## config.mk

```make
export PLATFORM = sky130hd
export DESIGN_NAME = imem_loader
export DESIGN_NICKNAME = d
export VERILOG_FILES = /design/src/rtl/imem_loader_pkg.sv /design/src/rtl/imem_loader_byte_packer.sv /design/src/rtl/imem_loader.sv
export SDC_FILE = /design/constraint.sdc
export NUM_CORES = 1
export LEC_CHECK = 0
export ABC_CLOCK_PERIOD_IN_PS = 3100
export CAP_MARGIN = 30
export CORE_MARGIN = 2
export CORE_UTILIZATION = 56
export DETAILED_ROUTE_END_ITERATION = 10
export GPL_TIMING_DRIVEN = 0
export MAX_ROUTING_LAYER = met4
export PLACE_DENSITY = 0.78
export SLEW_MARGIN = 10
export SYNTH_ARGS = -nofsm -noshare
export SYNTH_HDL_FRONTEND = slang
export SYNTH_SLANG_ARGS = --single-unit
```

## constraint.sdc

```tcl
create_clock -name clk -period 3.1 [get_ports clk]
set_clock_uncertainty 0.2 [all_clocks]
set_input_delay 0.465 -clock clk [delete_from_list [all_inputs] [get_ports clk]]
set_output_delay 0.465 -clock clk [all_outputs]
set_load 0.02 [all_outputs]
```

## src/rtl/imem_loader_pkg.sv

```systemverilog
// Shared constants for the instruction-memory boot loader: FSM encodings, widths, default magic.
package imem_loader_pkg;

    localparam int unsigned BYTE_W = 8;
    localparam int unsigned WORD_W = 32;
    localparam int unsigned ADDR_W = 32;
    localparam int unsigned CNT_W  = 16;

    localparam logic [BYTE_W-1:0] DEF_MAGIC = 8'hA5;

    localparam logic [2:0] S_IDLE   = 3'd0;
    localparam logic [2:0] S_CNT_LO = 3'd1;
    localparam logic [2:0] S_CNT_HI = 3'd2;
    localparam logic [2:0] S_DATA   = 3'd3;
    localparam logic [2:0] S_CSUM   = 3'd4;
    localparam logic [2:0] S_DONE   = 3'd5;
    localparam logic [2:0] S_ERROR  = 3'd6;

endpackage

```

## src/rtl/imem_loader_byte_packer.sv

```systemverilog
// Little-endian 8->32 assembler: collects three bytes, the fourth completes the word combinationally.
module byte_packer
    import imem_loader_pkg::*;
(
    input  logic              clk,
    input  logic              reset_n,
    input  logic              clear,
    input  logic              byte_en,
    input  logic [BYTE_W-1:0] byte_in,
    output logic              word_valid_c,
    output logic [WORD_W-1:0] word_c
);

    logic [1:0]            byte_idx;
    logic [3*BYTE_W-1:0]   lo_bytes;

    always_ff @(posedge clk or negedge reset_n) begin
        if (!reset_n) begin
            byte_idx <= 2'd0;
            lo_bytes <= '0;
        end else if (clear) begin
            byte_idx <= 2'd0;
            lo_bytes <= '0;
        end else if (byte_en) begin
            byte_idx <= byte_idx + 2'd1;
            case (byte_idx)
                2'd0:    lo_bytes[7:0]   <= byte_in;
                2'd1:    lo_bytes[15:8]  <= byte_in;
                2'd2:    lo_bytes[23:16] <= byte_in;
                default: lo_bytes        <= lo_bytes;
            endcase
        end
    end

    // Fourth byte goes straight to the output so the word register can capture it on the same edge.
    assign word_valid_c = byte_en && !clear && (byte_idx == 2'd3);
    assign word_c       = {byte_in, lo_bytes};

endmodule

```

## src/rtl/imem_loader.sv

```systemverilog
// Boot-time imem writer: framed byte stream -> word writes, holds CPU in reset until image is loaded.
// Optional trailing XOR checksum byte when IMEM_LOADER_CHECKSUM_EN is defined.
module imem_loader
    import imem_loader_pkg::*;
#(
    parameter int unsigned        DEPTH_WORDS = 128,
    parameter logic [ADDR_W-1:0]  BASE_ADDR   = 32'h0,
    parameter logic [BYTE_W-1:0]  MAGIC       = DEF_MAGIC
) (
    input  logic              clk,
    input  logic              reset_n,
    input  logic              start,
    input  logic              in_valid,
    input  logic [BYTE_W-1:0] in_data,
    output logic              in_ready,
    output logic              mem_we,
    output logic [ADDR_W-1:0] mem_addr,
    output logic [WORD_W-1:0] mem_wdata,
    output logic              done,
    output logic              error,
    output logic              cpu_reset_n
);

    logic [2:0]        state, state_nxt;
    logic [BYTE_W-1:0] n_lo, n_lo_nxt;
    logic [CNT_W-1:0]  n_words, n_words_nxt;
    logic [CNT_W-1:0]  word_cnt, word_cnt_nxt;
    logic [ADDR_W-1:0] addr_nxt;
    logic [WORD_W-1:0] wdata_nxt;
    logic              we_nxt, done_nxt, error_nxt, ready_nxt;
`ifdef IMEM_LOADER_CHECKSUM_EN
    logic [BYTE_W-1:0] csum, csum_nxt;
`endif

    logic              accept;
    logic              pk_clear, pk_en;
    logic              word_valid_c;
    logic [WORD_W-1:0] word_c;
    logic [CNT_W-1:0]  n_c;

    assign accept   = in_valid && in_ready;
    assign pk_clear = accept && (state == S_IDLE) && (in_data == MAGIC);
    assign pk_en    = accept && (state == S_DATA);
    assign n_c      = {in_data, n_lo};

    byte_packer u_packer (
        .clk          (clk),
        .reset_n      (reset_n),
        .clear        (pk_clear),
        .byte_en      (pk_en),
        .byte_in      (in_data),
        .word_valid_c (word_valid_c),
        .word_c       (word_c)
    );

    // State and registered outputs
    always_ff @(posedge clk or negedge reset_n) begin
        if (!reset_n) begin
            state       <= S_IDLE;
            n_lo        <= '0;
            n_words     <= '0;
            word_cnt    <= '0;
            in_ready    <= 1'b1;
            mem_we      <= 1'b0;
            mem_addr    <= BASE_ADDR;
            mem_wdata   <= '0;
            done        <= 1'b0;
            error       <= 1'b0;
            cpu_reset_n <= 1'b0;
`ifdef IMEM_LOADER_CHECKSUM_EN
            csum        <= '0;
`endif
        end else begin
            state       <= state_nxt;
            n_lo        <= n_lo_nxt;
            n_words     <= n_words_nxt;
            word_cnt    <= word_cnt_nxt;
            in_ready    <= ready_nxt;
            mem_we      <= we_nxt;
            mem_addr    <= addr_nxt;
            mem_wdata   <= wdata_nxt;
            done        <= done_nxt;
            error       <= error_nxt;
            cpu_reset_n <= done_nxt;
`ifdef IMEM_LOADER_CHECKSUM_EN
            csum        <= csum_nxt;
`endif
        end
    end

    // Next-state and output decode
    always_comb begin
        state_nxt    = state;
        n_lo_nxt     = n_lo;
        n_words_nxt  = n_words;
        word_cnt_nxt = word_cnt;
        we_nxt       = 1'b0;
        wdata_nxt    = mem_wdata;
        addr_nxt     = mem_addr;
`ifdef IMEM_LOADER_CHECKSUM_EN
        csum_nxt     = csum;
`endif

        if (mem_we) begin
            addr_nxt = mem_addr + ADDR_W'(4);
        end

        case (state)
            S_IDLE: begin
                if (pk_clear) begin
                    state_nxt    = S_CNT_LO;
                    word_cnt_nxt = '0;
`ifdef IMEM_LOADER_CHECKSUM_EN
                    csum_nxt     = '0;
`endif
                end
            end
            S_CNT_LO: begin
                if (accept) begin
                    n_lo_nxt  = in_data;
                    state_nxt = S_CNT_HI;
`ifdef IMEM_LOADER_CHECKSUM_EN
                    csum_nxt  = csum ^ in_data;
`endif
                end
            end
            S_CNT_HI: begin
                if (accept) begin
                    n_words_nxt = n_c;
`ifdef IMEM_LOADER_CHECKSUM_EN
                    csum_nxt    = csum ^ in_data;
`endif
                    if (n_c > CNT_W'(DEPTH_WORDS)) begin
                        state_nxt = S_ERROR;
                    end else if (n_c == '0) begin
`ifdef IMEM_LOADER_CHECKSUM_EN
                        state_nxt = S_CSUM;
`else
                        state_nxt = S_DONE;
`endif
                    end else begin
                        state_nxt = S_DATA;
                    end
                end
            end
            S_DATA: begin
`ifdef IMEM_LOADER_CHECKSUM_EN
                if (accept) begin
                    csum_nxt = csum ^ in_data;
                end
`endif
                if (word_valid_c) begin
                    we_nxt       = 1'b1;
                    wdata_nxt    = word_c;
                    word_cnt_nxt = word_cnt + CNT_W'(1);
                    if (word_cnt == n_words - CNT_W'(1)) begin
`ifdef IMEM_LOADER_CHECKSUM_EN
                        state_nxt = S_CSUM;
`else
                        state_nxt = S_DONE;
`endif
                    end
                end
            end
`ifdef IMEM_LOADER_CHECKSUM_EN
            S_CSUM: begin
                if (accept) begin
                    state_nxt = (in_data == csum) ? S_DONE : S_ERROR;
                end
            end
`endif
            S_DONE, S_ERROR: begin
                if (start) begin
                    state_nxt = S_IDLE;
                    addr_nxt  = BASE_ADDR;
                end
            end
            default: begin
                state_nxt = S_IDLE;
            end
        endcase

        // done trails entry into DONE by a cycle so it rises after the final write strobe
        done_nxt  = (state == S_DONE) && (state_nxt == S_DONE);
        error_nxt = (state_nxt == S_ERROR);
        ready_nxt = (state_nxt != S_DONE) && (state_nxt != S_ERROR);
    end

endmodule

```

==> key figures, run 1 <==
Clock network
  – CTS buffer count: 17
  – Clk buf depth: 2
  – Sinks on Clock Net: 135
  – Post-CTS setup buffer count: 0
  – CTS tree: built
  – Clock-pin slew on the worst setup and hold paths: 0.06 ns
  – Root buf cell: clkbuf_16
  – Worst-skew pair later-pin latency: 0.42 ns
  – CTS H-tree lvls: 4

Drt
  – Drt wl/cell: 17.3 µm
  – Post-route ant nets: 0
  – 1st-iter DRT viols: 299
  – Detailed Routing Iterations Pass 1: 5
  – Via Count: 4,990
  – DRC Markers: 0
  – Final WL: 14,900 µm
  – Vias per cell: 5.77

Global routing
  – M2 GR Usage: 0.412
  – First-pass GRT wire length: 24,900 µm
  – Vias in the first global route: 5,045
  – Grt ovf: 0
  – Global-route track usage on met1: 0.335
  – Gr busiest metal: met2
  – Largest net degree at the start of global routing: 82
  – Antenna violations before repair: 0
  – GR Util met3: 0.0629
  – GRT Total Usage: 0.264

Timing
  – Final count of negative-setup-slack endpoints: 0
  – Peak Freq: 0.340 GHz
  – Pins Over Slew Limit: 0
  – Worst-Margin Slew: 0.652 ns
  – Final hold vios: 0
  – Final period util: 0.947
  – RSZ-0062 raised after global routing: false
  – Max-Slew Margin vs Limit: 0.561
  – Post-route minimum period: 2.94 ns
  – TNS Setup: 0 ns

Worst setup path
  – WP data required: 3.24 ns
  – CP arrival: 3.08 ns
  – Critical Path Source Type: flip-flop
  – CP endpoint kind: flip-flop
  – Worst reg2reg path startpoint: state[2]
  – Worst reg2reg setup slack: 0.16 ns
  – Reg2reg path depth: 8
  – Worst Path Max Fanout: 10
  – Crit path kind: flip-flop to flip-flop
  – Crit Reg-Reg Endpoint: in_ready

Power and ir drop
  – Pwr Density: 760 nW/µm²
  – Clk pwr share: 0.298
  – Power Internal: 4.04 mW
  – Logic pwr share: 0.297
  – Sw power: 2.00 mW
  – Sw Share: 0.331
  – Tot Pwr: 6.04 mW
  – VDD IR max: 0.516 mV
  – Sequential power share: 0.405
  – LEAKAGE: 3.64 nW

Min path
  – Hold Crit Class: flip-flop to flip-flop
  – Hold depth: 2
  – Hold_sp: u_packer.lo_bytes[3]
  – Hold Path Sink: u_packer.lo_bytes[3]

Placement
  – Routability Congestion: 0.928
  – IO buf count: 78
  – Hpwl dp: 10,200 µm

Synthesis
  – Synth Register Bits: 135
  – Syn Inst Count: 614
  – Synth warn: 0
  – Post-synth cell types: 57
  – Mapped cell area: 6410 µm²
  – Post-synth EDFFs: 0
  – Synth async-reset ratio: 1.00
  – Avg Cell Area, Syn: 10.4 µm²
  – Post-synthesis sequential area ratio: 0.527
  – Dominant synthesized flop cell: dfrtp_1

Floorplan
  – Initial core utilization: 0.569
  – Die width: 111 µm
  – Core area: 11,300 µm²
  – Die Y: 111 µm
  – Row count: 39
  – Die area: 12,300 µm²
  – Top Ports: 81

Cells and area
  – Most frequent cells in the layout: dfrtp_1 (134), nand2_1 (83), clkdlybuf4s50_1 (77)
  – Most common cell after layout, fill and taps aside: dfrtp_1
  – Share of cells above drive strength 1: 0.144
  – Diode count: 0
  – Nets: 733
  – Layout area overhead: 23.9%

Run status
  – Status: completed

Run
  – Max-cap violations: 0
## how the worst max path moves through the flow
stage | from | to | slack [ns] | depth (start not counted)
finish | state[2] | in_ready | 0.16 | 8
global route | in_data[1] | word_cnt[15] | 0.03 | 7
CTS | in_ready | state[1] | 0.001 | 8
detailed placement | in_valid | state[1] | -0.43 | 9
global placement | reset_n | word_cnt[13] | -3.76 | 1
floorplan | n_words[0] | in_ready | 0.52 | 8
## power groups by stage
stage	Combinational (mW)	Sequential (mW)	Clock (mW)
after floorplan	0.888	2.63	0
after CTS	1.79	2.44	1.83
after detailed placement	1.77	2.47	0
final	1.80	2.44	1.80
after global placement	1.72	2.44	0
after global routing	1.95	2.50	1.90
## metrics by stage
stage / std cells / hold WS [ns] / instance area, µm² / setup WS [ns] / util
after floorplan: 615 / -0.0306 / 6410 / 0.517 / -
after global placement: 836 / 0.281 / 7370 / -3.76 / 0.654
after detailed placement: 837 / 0.262 / 7400 / -0.426 / 0.657
after CTS: 865 / 0.307 / 7930 / 0.00128 / 0.704
after global routing: 865 / 0.320 / 7940 / 0.0275 / 0.705
final: 865 / 0.303 / 7940 / 0.163 / 0.705
## synth_stat cells (13+ instances only)
cell type / n / area [µm²]
nor2_1: 55 / 206
nand4_1: 17 / 106
xnor2_1: 22 / 193
o21ai_0: 13 / 65.1
xor2_1: 35 / 307
nand2_1: 83 / 312
nand3_1: 31 / 155
dfrtp_1: 134 / 3350
mux2_2: 52 / 586
clkbuf_1: 18 / 67.6
a21oi_1: 21 / 105
inv_1: 15 / 56.3
## timing repair
item,CTS,global route
resized for setup,1,5
endpoints found under the setup margin,1,2
pin swaps,0,0
endpoints found under the hold margin,54,0
hold buffers,1,0
## sequential cells by signal, indices dropped and copies added, names as in the netlist
register / count
cpu_reset_n: 1
error: 1
in_ready: 1
mem_addr: 30
mem_wdata: 32
mem_we: 1
n_lo: 8
n_words: 16
state: 3
u_packer.byte_idx: 2
u_packer.lo_bytes: 24
word_cnt: 16
## critical path, cell delays in order (launching register included)
cell,delay (ns)
dfrtp_1,0.45
nand3b_1,0.26
or3_1,0.36
buf_2,0.21
inv_4,0.16
o2111ai_1,0.17
or4_1,0.46
a2111o_1,0.39
and2_1,0.19
## routing by layer
layer	routed length [µm]	vias to the layer above	share of wire
met2	7280	172	0.49
met5	0	-	0
li1	-	2321	-
met4	287	0	0.019
met3	928	26	0.062
met1	6440	2471	0.43
## cells by family (layout without fill, tap and decap cells)
logic type | after synthesis | after routing | share of synthesized area
adders and majority gates | 7 | 7 | 0.0137
buffers and inverters | 46 | 153 | 0.0312
and+or+nand+nor | 258 | 258 | 0.200
xor gates and xnor gates | 57 | 57 | 0.0779
AOI/OAI and AO/OA | 57 | 57 | 0.0566
other | 1 | 2 | 0.000585
DFF | 135 | 135 | 0.527
muxes | 53 | 53 | 0.0929
## area by class of cell
| class | instances | area (µm²) |
|---|---|---|
| Sequential cell | 135 | 3380 |
| Fill cell | 869 | 3330 |
| Multi-Input combinational cell | 434 | 2850 |
| Timing Repair Buffer | 80 | 820 |
| Clock buffer | 21 | 460 |
| Tap cell | 143 | 179 |
| Buffer | 30 | 141 |
| Inverter | 16 | 62.6 |
| Clock inverter | 6 | 55.1 |
No activity file was read; power rests on OpenSTA's default activity.
==> run 2: changes to the inputs <==
Settings changed: CORE_UTILIZATION 56 to 57, CTS_BUF_LIST from default to sky130_fd_sc_hd__clkbuf_2, PLACE_DENSITY 0.78 to 0.79, REMOVE_ABC_BUFFERS from default to 1.
==> key figures, run 2 (synthesis gave the netlist of run 1 again) <==
Drt
  – Via Count: 4,849 (-2.8%)
  – Post-route ant nets: 0 (unchanged)
  – Detailed Routing Iterations Pass 1: 5 (unchanged)
  – 1st-iter DRT viols: 326 (+9.0%)
  – Drt wl/cell: 16.9 µm (-2.1%)
  – DRC Markers: 0 (unchanged)
  – Vias per cell: 5.76 (-0.17%)
  – Final WL: 14,200 µm (-4.7%)

Global routing
  – Antenna violations before repair: 0 (unchanged)
  – Largest net degree at the start of global routing: 84 (+2.4%)
  – First-pass GRT wire length: 23,300 µm (-6.2%)
  – Grt ovf: 0 (unchanged)
  – Vias in the first global route: 4,787 (-5.1%)
  – GRT Total Usage: 0.262 (-0.00233)

Timing
  – Worst-Margin Slew: 0.865 ns (+0.213 ns)
  – Final period util: 0.971 (+0.0239)
  – Final count of negative-setup-slack endpoints: 0 (unchanged)
  – TNS Setup: 0 ns (unchanged)
  – Final hold vios: 0 (unchanged)
  – Hold Slack: 0.133 ns (-0.170 ns)
  – RSZ-0062 raised after global routing: false
  – Max-Slew Margin vs Limit: 0.423 (-0.139)
  – Post-route minimum period: 3.01 ns (+0.0740 ns)
  – Pins Over Slew Limit: 0 (unchanged)
  – Peak Freq: 0.332 GHz (-2.5%)

Clock network
  – Clk buf depth: 2 (unchanged)
  – CTS H-tree lvls: 4 (unchanged)
  – Root buf cell: clkbuf_2
  – CTS buffer count: 17 (unchanged)
  – Sinks on Clock Net: 135 (unchanged)
  – Worst-skew pair later-pin latency: 0.70 ns (+0.28 ns)
  – Clock-pin slew on the worst setup and hold paths: 0.20 ns (+0.14 ns)
  – CTS tree: built

Cells and area
  – Nets: 708 (-3.4%)
  – Most frequent cells in the layout: dfrtp_1 (134), nand2_1 (83), clkdlybuf4s50_1 (77)
  – Share of cells above drive strength 1: 0.155 (+0.0112)
  – Largest Register: mem_wdata
  – Cell Count, Final, Fillers Out: 842 (-2.7%)
  – Most common cell after layout, fill and taps aside: dfrtp_1
  – Layout area overhead: 19.1%
  – Max reg flops: 32 (unchanged)
  – Diode count: 0 (unchanged)
  – Registers with the most flip-flops: mem_wdata x32, mem_addr x30, u_packer.lo_bytes x24
  – Util after Layout: 0.701 (-0.00352)

Worst setup path
  – Crit Reg-Reg Endpoint: error
  – CP endpoint kind: flip-flop
  – WP data required: 3.53 ns (+0.29 ns)
  – Worst reg2reg path startpoint: state[2]
  – Worst path slowest cell: dfrtp_1
  – Reg2reg path depth: 7 (-1)
  – CP arrival: 3.44 ns (+0.36 ns)
  – Cell Chain, Critical Path: nand3b_1 -> or3_4 -> inv_2 -> o2111ai_1 -> or4_1 -> a2111o_1 -> a21oi_1
  – Crit path kind: flip-flop to flip-flop
  – Worst Path Max Fanout: 10 (unchanged)
  – Buf/Inv on CP: 1 (-1)
  – Critical path depth: 7 (-1)
  – Worst reg2reg setup slack: 0.09 ns (-0.07 ns)
  – Delay-heaviest family, CP: simple AND/OR/NAND/NOR gates
  – Max stage delay on crit path: 0.51 ns (+0.05 ns)
  – Critical Path Source Type: flip-flop

Floorplan
  – Die area: 12,100 µm² (-1.7%)
  – Die width: 110 µm (-0.85%)
  – Die Y: 110 µm (-0.85%)
  – Row count: 38 (-2.6%)
  – Top Ports: 81 (unchanged)
  – Initial core utilization: 0.589 (+0.0201)
  – Core area: 10,900 µm² (-3.4%)

Placement
  – Hpwl dp: 9470 µm (-7.1%)
  – Routability Congestion: 0.908 (-2.2%)
  – IO buf count: 78 (unchanged)
  – Post-Place Cells: 806 (-3.7%)

Run
  – Max-cap violations: 0 (unchanged)

Power and ir drop
  – Sw Share: 0.364 (+0.0325)
  – Sequential power share: 0.454 (+0.049)
  – LEAKAGE: 3.49 nW (-4.1%)
  – VDD IR max: 0.493 mV (-4.5%)
  – Clk pwr share: 0.225 (-0.073)
  – Sw power: 1.97 mW (-1.5%)
  – Logic pwr share: 0.321 (+0.024)
  – Pwr Density: 710 nW/µm² (-6.7%)
  – Power Internal: 3.45 mW (-15%)

Min path
  – Hold Crit Class: input port to async pin

Run status
  – Status: completed
[run 2: changes by cell type in the layout (fill, tap and decap cells not counted), moves of 2 or more]
| cell | change |
|---|---|
| clkbuf_8 | -2 |
| buf_8 | +2 |
| bufinv_16 | +3 |
| clkbuf_2 | +17 |
| clkinvlp_4 | +3 |
| buf_2 | -4 |
| clkbuf_1 | -19 |
| clkinv_2 | -4 |
| inv_6 | +2 |
| buf_4 | -2 |
| clkbuf_16 | -17 |
| clkinv_4 | +4 |
| buf_1 | -3 |
[run 2: power by group through the flow]
stage	clock network (mW)	registers (mW)	logic [mW]
CTS	1.24	2.45	1.74
floorplan	0	2.65	0.848
detailed placement	0	2.49	1.72
finish	1.22	2.46	1.74
global route	1.31	2.51	1.92
global placement	0	2.46	1.67
[run 2: timing repair]
action                                  in CTS  in global routing
setup buffers                                2                  0
hold endpoints to repair                    82                  0
cloned                                       1                  0
resized for setup                            3                  1
hold buffers                                 1                  0
pin swaps                                    2                  0
endpoints found under the setup margin       7                  2
[run 2: layout make-up]
class,count,area (µm²)
sequential,135,3380
fill,816,3250
multi-input combinational,435,2870
timing repair buffer,84,865
clock inverter,14,200
tap,140,175
clock buffer,18,90.1
inverter,16,60.1
[run 2: worst max path at each step]
stage              from            to  slack, ns
6_report       state[2]         error       0.09
5_1_grt        state[2]         error       0.02
4_1_cts        state[2]         error       0.15
3_5_place_dp   in_valid      state[1]      -0.82
3_3_place_gp    reset_n  word_cnt[13]      -3.76
2_1_floorplan  in_ready      in_ready       0.09
[run 2: metal layers]
metal,GRT usage,part of all wire,up-vias
met4,0.0904,0.017,0
li1,-,-,2272
met1,0.340,0.44,2391
met2,0.413,0.48,162
met3,0.0523,0.061,24
met5,-,0,-
[run 2: stage by stage]
step | worst slack (ns) | area [µm²] | power (mW)
floorplan | 0.0872 | 6270 | 3.50
global placement | -3.76 | 7230 | 4.13
detailed placement | -0.821 | 7300 | 4.21
CTS | 0.152 | 7630 | 5.44
global route | 0.0193 | 7630 | 5.74
finish | 0.0887 | 7630 | 5.42
==> run 3: changes to the inputs <==
Settings changed: PLACE_DENSITY 0.79 to 0.82.
==> key figures, run 3 (synthesis gave the netlist of run 1 again) <==
Cells and area
  – Layout area overhead: 19.3%
  – Share of cells above drive strength 1: 0.155 (-0.000441)
  – Most common cell after layout, fill and taps aside: dfrtp_1
  – Max reg flops: 32 (unchanged)
  – Largest Register: mem_wdata
  – Finished Cell Area: 7650 µm² (+0.18%)
  – Nets: 712 (+0.56%)
  – Util after Layout: 0.702 (+0.00126)
  – Layout fillers: 818 (+0.25%)
  – Registers with the most flip-flops: mem_wdata x32, mem_addr x30, u_packer.lo_bytes x24
  – Most frequent cells in the layout: dfrtp_1 (134), nand2_1 (83), clkdlybuf4s50_1 (77)
  – Diode count: 0 (unchanged)

Global routing
  – Largest net degree at the start of global routing: 89 (+6.0%)
  – First-pass GRT wire length: 23,700 µm (+1.6%)
  – GRT Total Usage: 0.264 (+0.00260)
  – Antenna violations before repair: 0 (unchanged)
  – Grt ovf: 0 (unchanged)
  – Vias in the first global route: 4,877 (+1.9%)

Placement
  – Placed Area: 7310 µm² (+0.17%)
  – DP Worst Slack: -0.725 ns (+0.0957 ns)
  – Hpwl dp: 9690 µm (+2.4%)
  – Routability Congestion: 0.933 (+2.7%)
  – IO buf count: 78 (unchanged)

Timing
  – Final count of negative-setup-slack endpoints: 0 (unchanged)
  – TNS Setup: 0 ns (unchanged)
  – Final worst setup slack: 0.0706 ns (-0.0181 ns)
  – RSZ-0062 raised after global routing: false
  – Post-route minimum period: 3.03 ns (+0.0181 ns)
  – Worst-Margin Slew: 0.941 ns (+0.0759 ns)
  – Final period util: 0.977 (+0.00584)
  – Peak Freq: 0.330 GHz (-0.60%)
  – Final hold vios: 0 (unchanged)
  – Pins Over Slew Limit: 0 (unchanged)
  – Max-Slew Margin vs Limit: 0.372 (-0.0507)

Run status
  – Status: completed

Power and ir drop
  – Clk pwr share: 0.214 (-0.011)
  – LEAKAGE: 3.50 nW (+0.15%)
  – Sw power: 1.94 mW (-1.6%)
  – VDD IR max: 0.491 mV (-0.33%)
  – Pwr Density: 701 nW/µm² (-1.2%)
  – Sw Share: 0.362 (-0.00205)
  – Sequential power share: 0.459 (+0.005)
  – Power Internal: 3.42 mW (-0.70%)
  – Logic pwr share: 0.326 (+0.005)

Worst setup path
  – CP arrival: 3.46 ns (+0.02 ns)
  – Crit path kind: flip-flop to flip-flop
  – CP endpoint kind: flip-flop
  – Critical Path Source Type: flip-flop
  – WP data required: 3.53 ns (about the same)
  – Worst Path Max Fanout: 10 (unchanged)
  – Worst reg2reg setup slack: 0.07 ns (-0.02 ns)

Clock network
  – CTS tree: built
  – Clock-pin slew on the worst setup and hold paths: 0.21 ns (about the same)
  – Clk buf depth: 2 (unchanged)
  – CTS H-tree lvls: 4 (unchanged)
  – CTS buffer count: 17 (unchanged)
  – Sinks on Clock Net: 135 (unchanged)
  – Worst-skew pair later-pin latency: 0.68 ns (-0.02 ns)
  – Root buf cell: clkbuf_2

Drt
  – 1st-iter DRT viols: 381 (+17%)
  – Detailed Routing Iterations Pass 1: 6 (+1)
  – Final WL: 14,400 µm (+0.85%)
  – Drt wl/cell: 17.0 µm (+0.61%)
  – DRC Markers: 0 (unchanged)
  – Post-route ant nets: 0 (unchanged)
  – Vias per cell: 5.88 (+2.1%)
  – Via Count: 4,965 (+2.4%)

Floorplan
  – Die area: 12,100 µm² (unchanged)
  – Initial core utilization: 0.589 (unchanged)
  – Die Y: 110 µm (unchanged)
  – Core area: 10,900 µm² (unchanged)
  – Die width: 110 µm (unchanged)
  – Top Ports: 81 (unchanged)
  – Row count: 38 (unchanged)

Min path
  – Hold Crit Class: input port to async pin

Run
  – Max-cap violations: 0 (unchanged)
run 3: changes by cell type in the layout (fill, tap and decap cells not counted), sizes merged:
cell      before  now
buf            6   10
clkbuf        18   17
clkinv         5    4
clkinvlp       3    4
inv           18   17
run 3: power groups by stage:
stage	sequential [mW]	clock, mW	combinational, mW
6_report	2.46	1.15	1.75
5_1_grt	2.52	1.26	1.92
4_1_cts	2.46	1.17	1.74
3_5_place_dp	2.49	0	1.73
3_3_place_gp	2.46	0	1.66
2_1_floorplan	2.65	0	0.848
run 3: cell type report:
class	instances	area, µm²	area share
repair buffers	88	907	0.119
clock inverters	13	181	0.0237
multi-input cells	435	2860	0.374
well taps	140	175	0.0229
flip-flops and latches	135	3380	0.442
clock buffers	17	85.1	0.0111
inverters	16	60.1	0.00785
run 3: final timing paths:
path | startpoint | to | depth (start not counted)
min reg2reg | n_lo[0] | n_words[0] | 2
max in group asynchronous | reset_n | word_cnt[12] | 3
min in group clk | n_lo[0] | n_words[0] | 2
max reg2reg | state[2] | in_ready | 7
min | reset_n | u_packer.lo_bytes[18] | 2
max | state[2] | in_ready | 7
run 3: layer usage:
| metal | vias up | global-route usage | share of wire |
|---|---|---|---|
| li1 | 2273 | - | - |
| met1 | 2490 | 0.344 | 0.44 |
| met2 | 174 | 0.409 | 0.48 |
| met3 | 28 | 0.0600 | 0.059 |
| met4 | 0 | 0.0967 | 0.021 |
| met5 | - | - | 0 |
run 3: what timing repair did:
item,4_1_cts,5_1_grt
cloned,0,1
setup buffers,1,5
gates resized for setup,1,2
hold buffers,1,0
endpoints found under the setup margin,8,4
hold endpoints to repair,134,0
pin swaps,1,1
run 3: per-stage QoR:
stage / instances / hold WS [ns] / power (mW)
after floorplan: 585 / -0.0306 / 3.50
after global placement: 803 / 0.277 / 4.12
after detailed placement: 806 / 0.224 / 4.22
after CTS: 838 / 0.0219 / 5.37
after global routing: 844 / 0.0303 / 5.70
final: 844 / 0.0642 / 5.36
run 3: worst max-delay path, cell delays in order (launching register included):
cell,delay (ns)
dfrtp_1,0.50
nand3b_1,0.35
or3_4,0.53
inv_2,0.19
o2111ai_1,0.17
or4_1,0.45
a2111o_1,0.39
and2_1,0.20
